[src/rtl/irq_ctrl_if.sv]
// Data-bus port of the interrupt controller, decoded beside dmem.
// No valid/ready: a write commits at the rising edge where we=1 and sel=1;
// reads are combinational and side-effect free, rd=0 whenever sel=0.
interface irq_ctrl_if;
  logic        we;
  logic [31:0] addr;
  logic [31:0] wd;
  logic        sel;
  logic [31:0] rd;

  modport master (output we, addr, wd, input sel, rd);
  modport slave  (input we, addr, wd, output sel, rd);
endinterface

[src/rtl/irq_ctrl.sv]
// Interrupt controller: edge-detects peripheral done flags into sticky pending
// bits, masks them onto hwint, and exposes PEND/MASK/ID/RAW word registers.
module irq_ctrl #(
  parameter int          NSRC      = 4,
  parameter logic [31:0] BASE_ADDR = 32'h0000_0800
) (
  input  logic            clk,
  input  logic            reset,
  input  logic [NSRC-1:0] src,
  irq_ctrl_if.slave       bus,
  output logic [NSRC-1:0] hwint
);

  logic [NSRC-1:0] src_q;
  logic [NSRC-1:0] pend;
  logic [NSRC-1:0] ovf;
  logic [NSRC-1:0] mask;
  logic [NSRC-1:0] rise;
  logic [NSRC-1:0] clr_pend;
  logic [NSRC-1:0] clr_ovf;
  logic [NSRC-1:0] active;
  logic [1:0]      reg_idx;
  logic            wr_pend;
  logic            wr_mask;
  logic            id_valid;
  logic [4:0]      id;
  logic [31:0]     rd_mux;
  logic            unused_bits;

  // 16-byte window: everything above the register index must match the base.
  assign bus.sel  = (bus.addr[31:4] == BASE_ADDR[31:4]);
  assign reg_idx  = bus.addr[3:2];
  assign wr_pend  = bus.we & bus.sel & (reg_idx == 2'd0);
  assign wr_mask  = bus.we & bus.sel & (reg_idx == 2'd1);
  assign unused_bits = &{1'b0, bus.addr[1:0], bus.wd};

  assign rise     = src & ~src_q;
  assign clr_pend = wr_pend ? bus.wd[NSRC-1:0] : '0;
  assign clr_ovf  = wr_pend ? bus.wd[16 +: NSRC] : '0;
  assign active   = pend & mask;
  assign hwint    = active;

  always_ff @(posedge clk) begin
    src_q <= src;
    if (reset) begin
      pend <= '0;
      ovf  <= '0;
      mask <= '0;
    end else begin
      // A new edge beats a same-cycle clear; overflow only when the old
      // pending bit survives, i.e. it is not being cleared.
      pend <= (pend & ~clr_pend) | rise;
      ovf  <= (ovf & ~clr_ovf) | (rise & pend & ~clr_pend);
      if (wr_mask) mask <= bus.wd[NSRC-1:0];
    end
  end

  // Lowest active index wins, so scan from the top and let lower bits override.
  always_comb begin
    id_valid = 1'b0;
    id       = '0;
    for (int i = NSRC - 1; i >= 0; i--) begin
      if (active[i]) begin
        id_valid = 1'b1;
        id       = 5'(i);
      end
    end
  end

  always_comb begin
    rd_mux = '0;
    if (bus.sel) begin
      case (reg_idx)
        2'd0: begin
          rd_mux[NSRC-1:0]  = pend;
          rd_mux[16 +: NSRC] = ovf;
        end
        2'd1:    rd_mux[NSRC-1:0] = mask;
        2'd2:    rd_mux = {id_valid, 26'b0, id};
        default: rd_mux[NSRC-1:0] = src;
      endcase
    end
  end

  assign bus.rd = rd_mux;

endmodule

[src/flat_wrapper.sv]
// flat-port wrapper written by rule: the top's interface ports become plain ports
module irq_ctrl_flat 
#(
  parameter int          NSRC      = 4,
  parameter logic [31:0] BASE_ADDR = 32'h0000_0800
)
  (clk, reset, src, hwint, bus_we, bus_addr, bus_wd, bus_sel, bus_rd);
  irq_ctrl_if bus_i ();
  input  logic clk;
  input  logic reset;
  input  logic [NSRC-1:0] src;
  output logic [NSRC-1:0] hwint;
  input wire logic [$bits(bus_i.we)-1:0] bus_we;
  input wire logic [$bits(bus_i.addr)-1:0] bus_addr;
  input wire logic [$bits(bus_i.wd)-1:0] bus_wd;
  output wire logic [$bits(bus_i.sel)-1:0] bus_sel;
  output wire logic [$bits(bus_i.rd)-1:0] bus_rd;
  assign bus_i.we = bus_we;
  assign bus_i.addr = bus_addr;
  assign bus_i.wd = bus_wd;
  assign bus_sel = bus_i.sel;
  assign bus_rd = bus_i.rd;
  irq_ctrl #(.NSRC(NSRC), .BASE_ADDR(BASE_ADDR)) u_core (.clk(clk), .reset(reset), .src(src), .bus(bus_i), .hwint(hwint));
endmodule
[config.mk]
export PLATFORM = sky130hd
export DESIGN_NAME = irq_ctrl_flat
export DESIGN_NICKNAME = d
export VERILOG_FILES = /design/src/rtl/irq_ctrl_if.sv /design/src/rtl/irq_ctrl.sv /design/src/flat_wrapper.sv
export SDC_FILE = /design/constraint.sdc
export NUM_CORES = 1
export LEC_CHECK = 0
export CAP_MARGIN = 10
export CORE_ASPECT_RATIO = 1.5
export CORE_MARGIN = 4
export CORE_UTILIZATION = 34
export DETAILED_ROUTE_END_ITERATION = 10
export MAX_ROUTING_LAYER = met4
export PLACE_DENSITY = 0.88
export SLEW_MARGIN = 20
export SYNTH_ARGS = -nofsm -noshare
export SYNTH_HDL_FRONTEND = slang
export SYNTH_SLANG_ARGS = --single-unit
[constraint.sdc]
create_clock -name clk -period 3.8 [get_ports clk]
set_input_delay 0.38 -clock clk [delete_from_list [all_inputs] [get_ports clk]]
set_output_delay 0.38 -clock clk [all_outputs]
set_load 0.02 [all_outputs]
==> results.ini, run 1 <==
[synthesis]
synthTopCellsByArea = dfxtp_1 (26%), buf_4 (14%), nand2_1 (6.1%)
syn_area_um2 = 1220
async_reset_ff_frac = 0
yosysSeqAreaShare = 0.262
yosysMostFrequentCell = buf_4
synth_top_cell_area_share = 0.262
synth_edf_count = 0
synthCells = 140
ys_ff_latch = 16
synth.avg_cell_area_um2 = 8.74
synth_flop_cell = dfxtp_1
synth.distinct_cells = 34
synth_top_area_cell = dfxtp_1
synthTopCellsByCount = buf_4 (23), nand2_1 (20), dfxtp_1 (16)
yosys_warnings = 0

[grt]
grt_pass1_vias = 1072
grt_antenna_before_repair = 0
grt_usage = 0.144
grt-ovfl-total = 0
grt_max_degree = 17
grt_pass1_wl_um = 4970

[die]
start_util = 0.355
rows = 26
die_w_um = 57.0
core_um2 = 3450
ios = 108
die_h_um = 81.5
die-area_um2 = 4640

[timing]
rsz0062_at_grt = false
fin_skew_ns = 0.000913
tns_ns = 0
fin_crit_sh = 0.839
finalMaxSlewViolations = 0
fin_crit_ns = 3.19
worst_slew_pin_slew_ns = 0.945
setup_viol = 0
fmax_mhz = 314
hold_viol_final = 0
max_slew_margin = 0.364
worst_slack_ns = 0.612

[detailed_routing]
vias_per_cell = 4.89
drt-total-wl_um = 3250
dr.first_iter.drc_count = 14
antenna_left = 0
drc = 0
wl_per_cell_um = 13.5
vias = 1174
dr.pass1.iters = 4

[critical_path]
crit_top_cell = clkdlybuf4s50_1
worstSetupStartpointType = input pin
arrival_ns = 2.81
path_cells = clkdlybuf4s50_1 -> or4_4 -> or3_4 -> nor4b_2 -> clkdlybuf4s50_1
cp_slowest_stage_delay_ns = 0.65
cp_max_fo = 10
cp-end-kind = primary output
worstPathRequired_ns = 3.42
cpMaxStageDelayCell = clkdlybuf4s50_1
worst-setup-path-type = input pin to primary output

[pwr]
p_per_area_nw_per_um2 = 250
pwr-share-seq = 0.408
power.leakage_nw = 0.668
p_int_mw = 0.329
peakVddDrop_mv = 0.128
swShare = 0.270
p_sw_mw = 0.122
clkPwrFrac = 0.347
share_comb_of_total_power = 0.245

[clock_network]
ctsResizeCount = 0
cts_setup_buffers = 0
cts_root_buf = clkbuf_8
hold_buffers = 0
cts_tree = done
clock_latency_ns = 0.25
cts.sink_count = 16
clk_pin_slew_worst_paths_ns = 0.07
htree_levels = 1
clk_path_buf_depth = 2
cts_made_buffers = 3

[place]
place_ws_ns = 0.595
gp_congestion = 0.819
port_buffers = 58
dp_hpwl_um = 2660
place_area_um2 = 1750

[final_layout]
area_growth_pct = 47.6
design_area_um2 = 1810
nFillCells = 331
drive_gt1_frac = 0.0960
fin_nets = 270
antenna_cells = 0

[job]
cap_violations = 0

[run_status]
status = complete, no violations

[min_path]
hp-class = flip-flop to flip-flop

power groups by stage:
stage / logic (mW) / registers [mW] / clock network, mW
floorplan: 0.0731 / 0.186 / 0
global placement: 0.108 / 0.187 / 0
detailed placement: 0.110 / 0.188 / 0
CTS: 0.110 / 0.184 / 0.158
global route: 0.119 / 0.185 / 0.163
finish: 0.110 / 0.184 / 0.157
cells in the final DEF (no fill, tap or decap):
cell and count:
clkdlybuf4s50_1 58, conb_1 23, nand2_1 20, dfxtp_1 16, nor4_1 10, mux2i_1 7, nor2_1 5, nand2b_1 5
nor4b_2 4, inv_1 4, o21a_1 4, or3_1 4, o221ai_1 4, nand3b_1 4, o22ai_1 4, clkbuf_8 4
and2_1 3, buf_4 3, a31oi_1 2, nand4_2 1, or4_4 1, or3_4 1, nor4b_4 1, a22oi_1 1
nor3_1 1, mux4_2 1, and2b_2 1, a21oi_1 1, o311a_1 1, a211oi_1 1, a2111oi_4 1, nor2b_1 1
nor4_4 1
registers in the layout, summed over array words and instances (netlist names):
| signal | flops |
|---|---|
| u_core.mask | 4 |
| u_core.ovf | 4 |
| u_core.pend | 4 |
| u_core.src_q | 4 |
path summary, 6_finish.rpt:
kind	start	depth (start not counted)	slack, ns	endpoint
worst min register to register	u_core.mask[0]$_SDFFE_PP0P_	2	0.48	u_core.mask[0]$_SDFFE_PP0P_
worst max-delay path	bus_addr[27]	5	0.61	bus_rd[18]
worst min-delay path	u_core.mask[0]$_SDFFE_PP0P_	2	0.48	u_core.mask[0]$_SDFFE_PP0P_
worst max register to register	u_core.pend[2]$_SDFF_PP0_	3	2.80	u_core.ovf[2]$_SDFF_PP0_
metrics by stage:
stage	total power [mW]	util	hold slack, ns	instances
floorplan	0.259	-	0.408	162
detailed placement	0.298	0.508	0.464	236
CTS	0.452	0.524	0.475	240
global route	0.468	0.524	0.525	240
finish	0.451	0.524	0.477	240
global placement	0.295	0.508	0.452	236
cells by family (layout without fill, tap and decap cells):
group | Yosys count | in the layout | synth area share
buffers and inverters | 33 | 69 | 0.184
muxes | 8 | 8 | 0.0757
AOI/OAI and AO/OA | 19 | 19 | 0.131
other | 1 | 23 | 0.00306
DFF | 16 | 16 | 0.262
and+or+nand+nor | 63 | 63 | 0.345
critical path, delay by kind of cell:
kind          cells  cell delay, ns
simple gates      3            1.37
buf+inv           2            1.05
layout make-up:
cell class | instances | area, um^2 | area share
Timing Repair Buffer | 61 | 603 | 0.334
Sequential cell | 16 | 320 | 0.177
Inverter | 4 | 15.0 | 0.00831
Multi-Input combinational cell | 113 | 761 | 0.421
Tap cell | 42 | 52.6 | 0.0291
Clock buffer | 4 | 55.1 | 0.0305
per-layer routing:
layer	GRT usage	part of all wire	vias to the layer above
li1	-	-	584
met1	0.148	0.37	538
met2	0.265	0.54	45
met3	0.0220	0.068	7
met4	0.0696	0.018	0
met5	-	0	-
(Power assumes the default switching activity.)
==> run 2, diff against run 1 <==
CORE_UTILIZATION = 28   (was 34)
PLACE_DENSITY = 0.78   (was 0.88)
clock period = 2.6 ns   (was 3.8 ns; I/O delays follow)
==> run 2 against run 1 <==
Compared with the run above:
- routed wire length grew 11%
- sequential power grew 47%
- final area grew 2.4%
==> results.ini, run 2 (synthesis results as in run 1) <==
[grt]
met3_usage = 0.0217  ; -0.000336
grt_antenna_before_repair = 0  ; unchanged
grt.busiest_layer = met2
met2_usage = 0.236  ; -0.0296
grt_usage = 0.137  ; -0.00695
grt_pass1_vias = 1176  ; +9.7%
grt_max_degree = 17  ; unchanged
grt_pass1_wl_um = 5370  ; +7.9%
use_met1 = 0.153  ; +0.00473
grt-ovfl-total = 0  ; unchanged

[pwr]
power.leakage_nw = 0.730  ; +9.3%
peakVddDrop_mv = 0.217  ; +70%
p_per_area_nw_per_um2 = 340  ; +36%

[critical_path]
cp-end-kind = primary output
cpMaxStageDelayCell = or4_4
arrival_ns = 2.26  ; -0.55 ns
worstPathRequired_ns = 2.34  ; -1.08 ns
cp_num_buf_inv = 2  ; unchanged
worst-setup-path-type = input pin to primary output
rr_worst_depth = 3  ; unchanged
cp_slowest_stage_delay_ns = 0.53  ; -0.12 ns
rr_endpoint = u_core.ovf[2]$_SDFF_PP0_
cp_top_family = simple AND/OR/NAND/NOR gates
worstSetupStartpointType = input pin
r2r_slack_ns = 1.60  ; -1.20 ns
cp_max_fo = 10  ; unchanged
path_cells = clkdlybuf4s50_1 -> or4_4 -> or3_4 -> a2111oi_4 -> clkdlybuf4s15_1
rr_startpoint = u_core.pend[2]$_SDFF_PP0_

[detailed_routing]
vias = 1209  ; +3.0%
antenna_left = 0  ; unchanged
wl_per_cell_um = 14.4  ; +6.2%
vias_per_cell = 4.82  ; -1.5%
dr.pass1.iters = 4  ; unchanged
drc = 0  ; unchanged
drt-total-wl_um = 3610  ; +11%
dr.first_iter.drc_count = 38  ; +24

[clock_network]
cts_setup_buffers = 0  ; unchanged
cts_tree = done
cts.sink_count = 16  ; unchanged
cts_made_buffers = 3  ; unchanged
cts_root_buf = clkbuf_8
hold_buffers = 0  ; unchanged
clk_path_buf_depth = 2  ; unchanged
clock_latency_ns = 0.25  ; about the same
clk_pin_slew_worst_paths_ns = 0.06  ; about the same
htree_levels = 1  ; unchanged

[timing]
setup_viol = 0  ; unchanged
fin_crit_sh = 0.968
fin_crit_ns = 2.52
hold_viol_final = 0  ; unchanged
holdWs_ns = 0.472  ; -0.00514 ns
finalMaxSlewViolations = 0  ; unchanged
tns_ns = 0  ; unchanged
worst_slack_ns = 0.0824  ; -0.529 ns
fmax_mhz = 397
fin_skew_ns = 0.000685  ; -0.000228 ns

[die]
start_util = 0.288  ; -0.0666
die_w_um = 62.0  ; +8.8%
ios = 108  ; unchanged
rows = 29  ; +12%
die_h_um = 89.0  ; +9.2%
die-area_um2 = 5510  ; +19%
core_um2 = 4250  ; +23%

[final_layout]
drive_gt1_frac = 0.156  ; +0.0601
area_growth_pct = 51.2
fin_nets = 278  ; +3.0%
nFillCells = 435  ; +31%
mostFrequentLayoutCell = clkdlybuf4s50_1
antenna_cells = 0  ; unchanged
fin_util = 0.436  ; -0.0881
design_area_um2 = 1850  ; +2.4%
final_cell_mix = clkdlybuf4s50_1 (48), conb_1 (23), nand2_1 (20), dfxtp_1 (16), buf_4 (11)

[min_path]
hp-start = u_core.mask[0]$_SDFFE_PP0P_
hp-class = flip-flop to flip-flop
whs_path_depth = 2  ; unchanged
whs_endpoint = u_core.mask[0]$_SDFFE_PP0P_

[place]
port_buffers = 58  ; unchanged
dp_hpwl_um = 2860  ; +7.4%
place_area_um2 = 1820  ; +3.7%
place_ws_ns = -0.329  ; -0.924 ns
gp_congestion = 0.851  ; +3.9%

[job]
cap_violations = 0  ; unchanged

[run_status]
status = complete, no violations

## run 2: cell count changes in the layout (fill, tap and decap cells not counted)
cell             before  now
clkdlybuf4s50_1      58   48
buf_4                 3   11
dlygate4sd2_1         0    5
clkbuf_2              0    3
nor4_1               10    8
nor4_2                0    2
clkbuf_8              4    3
clkdlybuf4s15_1       0    1
clkdlybuf4s15_2       0    1
## run 2: metal layers
| layer | vias to the layer above | wire length, um |
|---|---|---|
| met3 | 10 | 272 |
| met1 | 551 | 1320 |
| li1 | 592 | - |
| met4 | 0 | 81 |
| met5 | - | 0 |
| met2 | 56 | 1930 |
## run 2: what timing repair did
| action | 4_1_cts | 5_1_grt |
|---|---|---|
| setup endpoints to repair | 10 | 5 |
| resized for setup | 16 | 8 |
| pin swaps | 1 | 0 |
## run 2: how the worst max path moves through the flow
stage	slack (ns)	from	cells after the start	end
finish	0.08	bus_addr[27]	5	bus_rd[31]
global placement	-0.28	bus_addr[13]	6	bus_rd[18]
detailed placement	-0.33	bus_addr[14]	6	bus_rd[19]
global route	-0.0006	bus_addr[6]	6	bus_rd[18]
CTS	0.001	bus_addr[27]	5	bus_rd[19]
floorplan	0.39	bus_addr[27]	5	bus_rd[0]
## run 2: worst min-delay path, delay by kind of cell, from the launching register on
family	cells	cell delay (ns)
DFF	1	0.32
muxes	1	0.05
and+or+nand+nor	1	0.06
## run 2: cell type report
cell class              count  area [um^2]  area share
clock buffers               3         41.3      0.0223
flip-flops and latches     16          320       0.173
inverters                   4         15.0     0.00811
multi-input cells         113          773       0.418
well taps                  46         57.6      0.0311
repair buffers             69          643       0.348
## run 2: where the power goes
part / switching, mW / total [mW] / internal, mW
Combinational: 0.0797 / 0.170 / 0.0905
Clock: 0.0871 / 0.190 / 0.103
Sequential: 0.00871 / 0.270 / 0.261
Total: 0.176 / 0.630 / 0.455
## run 2: stage by stage
stage                     power, mW  instances
after floorplan               0.379        162
after global placement        0.439        248
after detailed placement      0.442        248
after CTS                     0.632        251
after global routing          0.657        251
final                         0.630        251
==> run 3, diff against run 2 <==
CTS_CLUSTER_DIAMETER = 200   (was not set)
==> results of run 3 <==
Same layout as run 2: the final DEF is identical, and so are final timing and power.
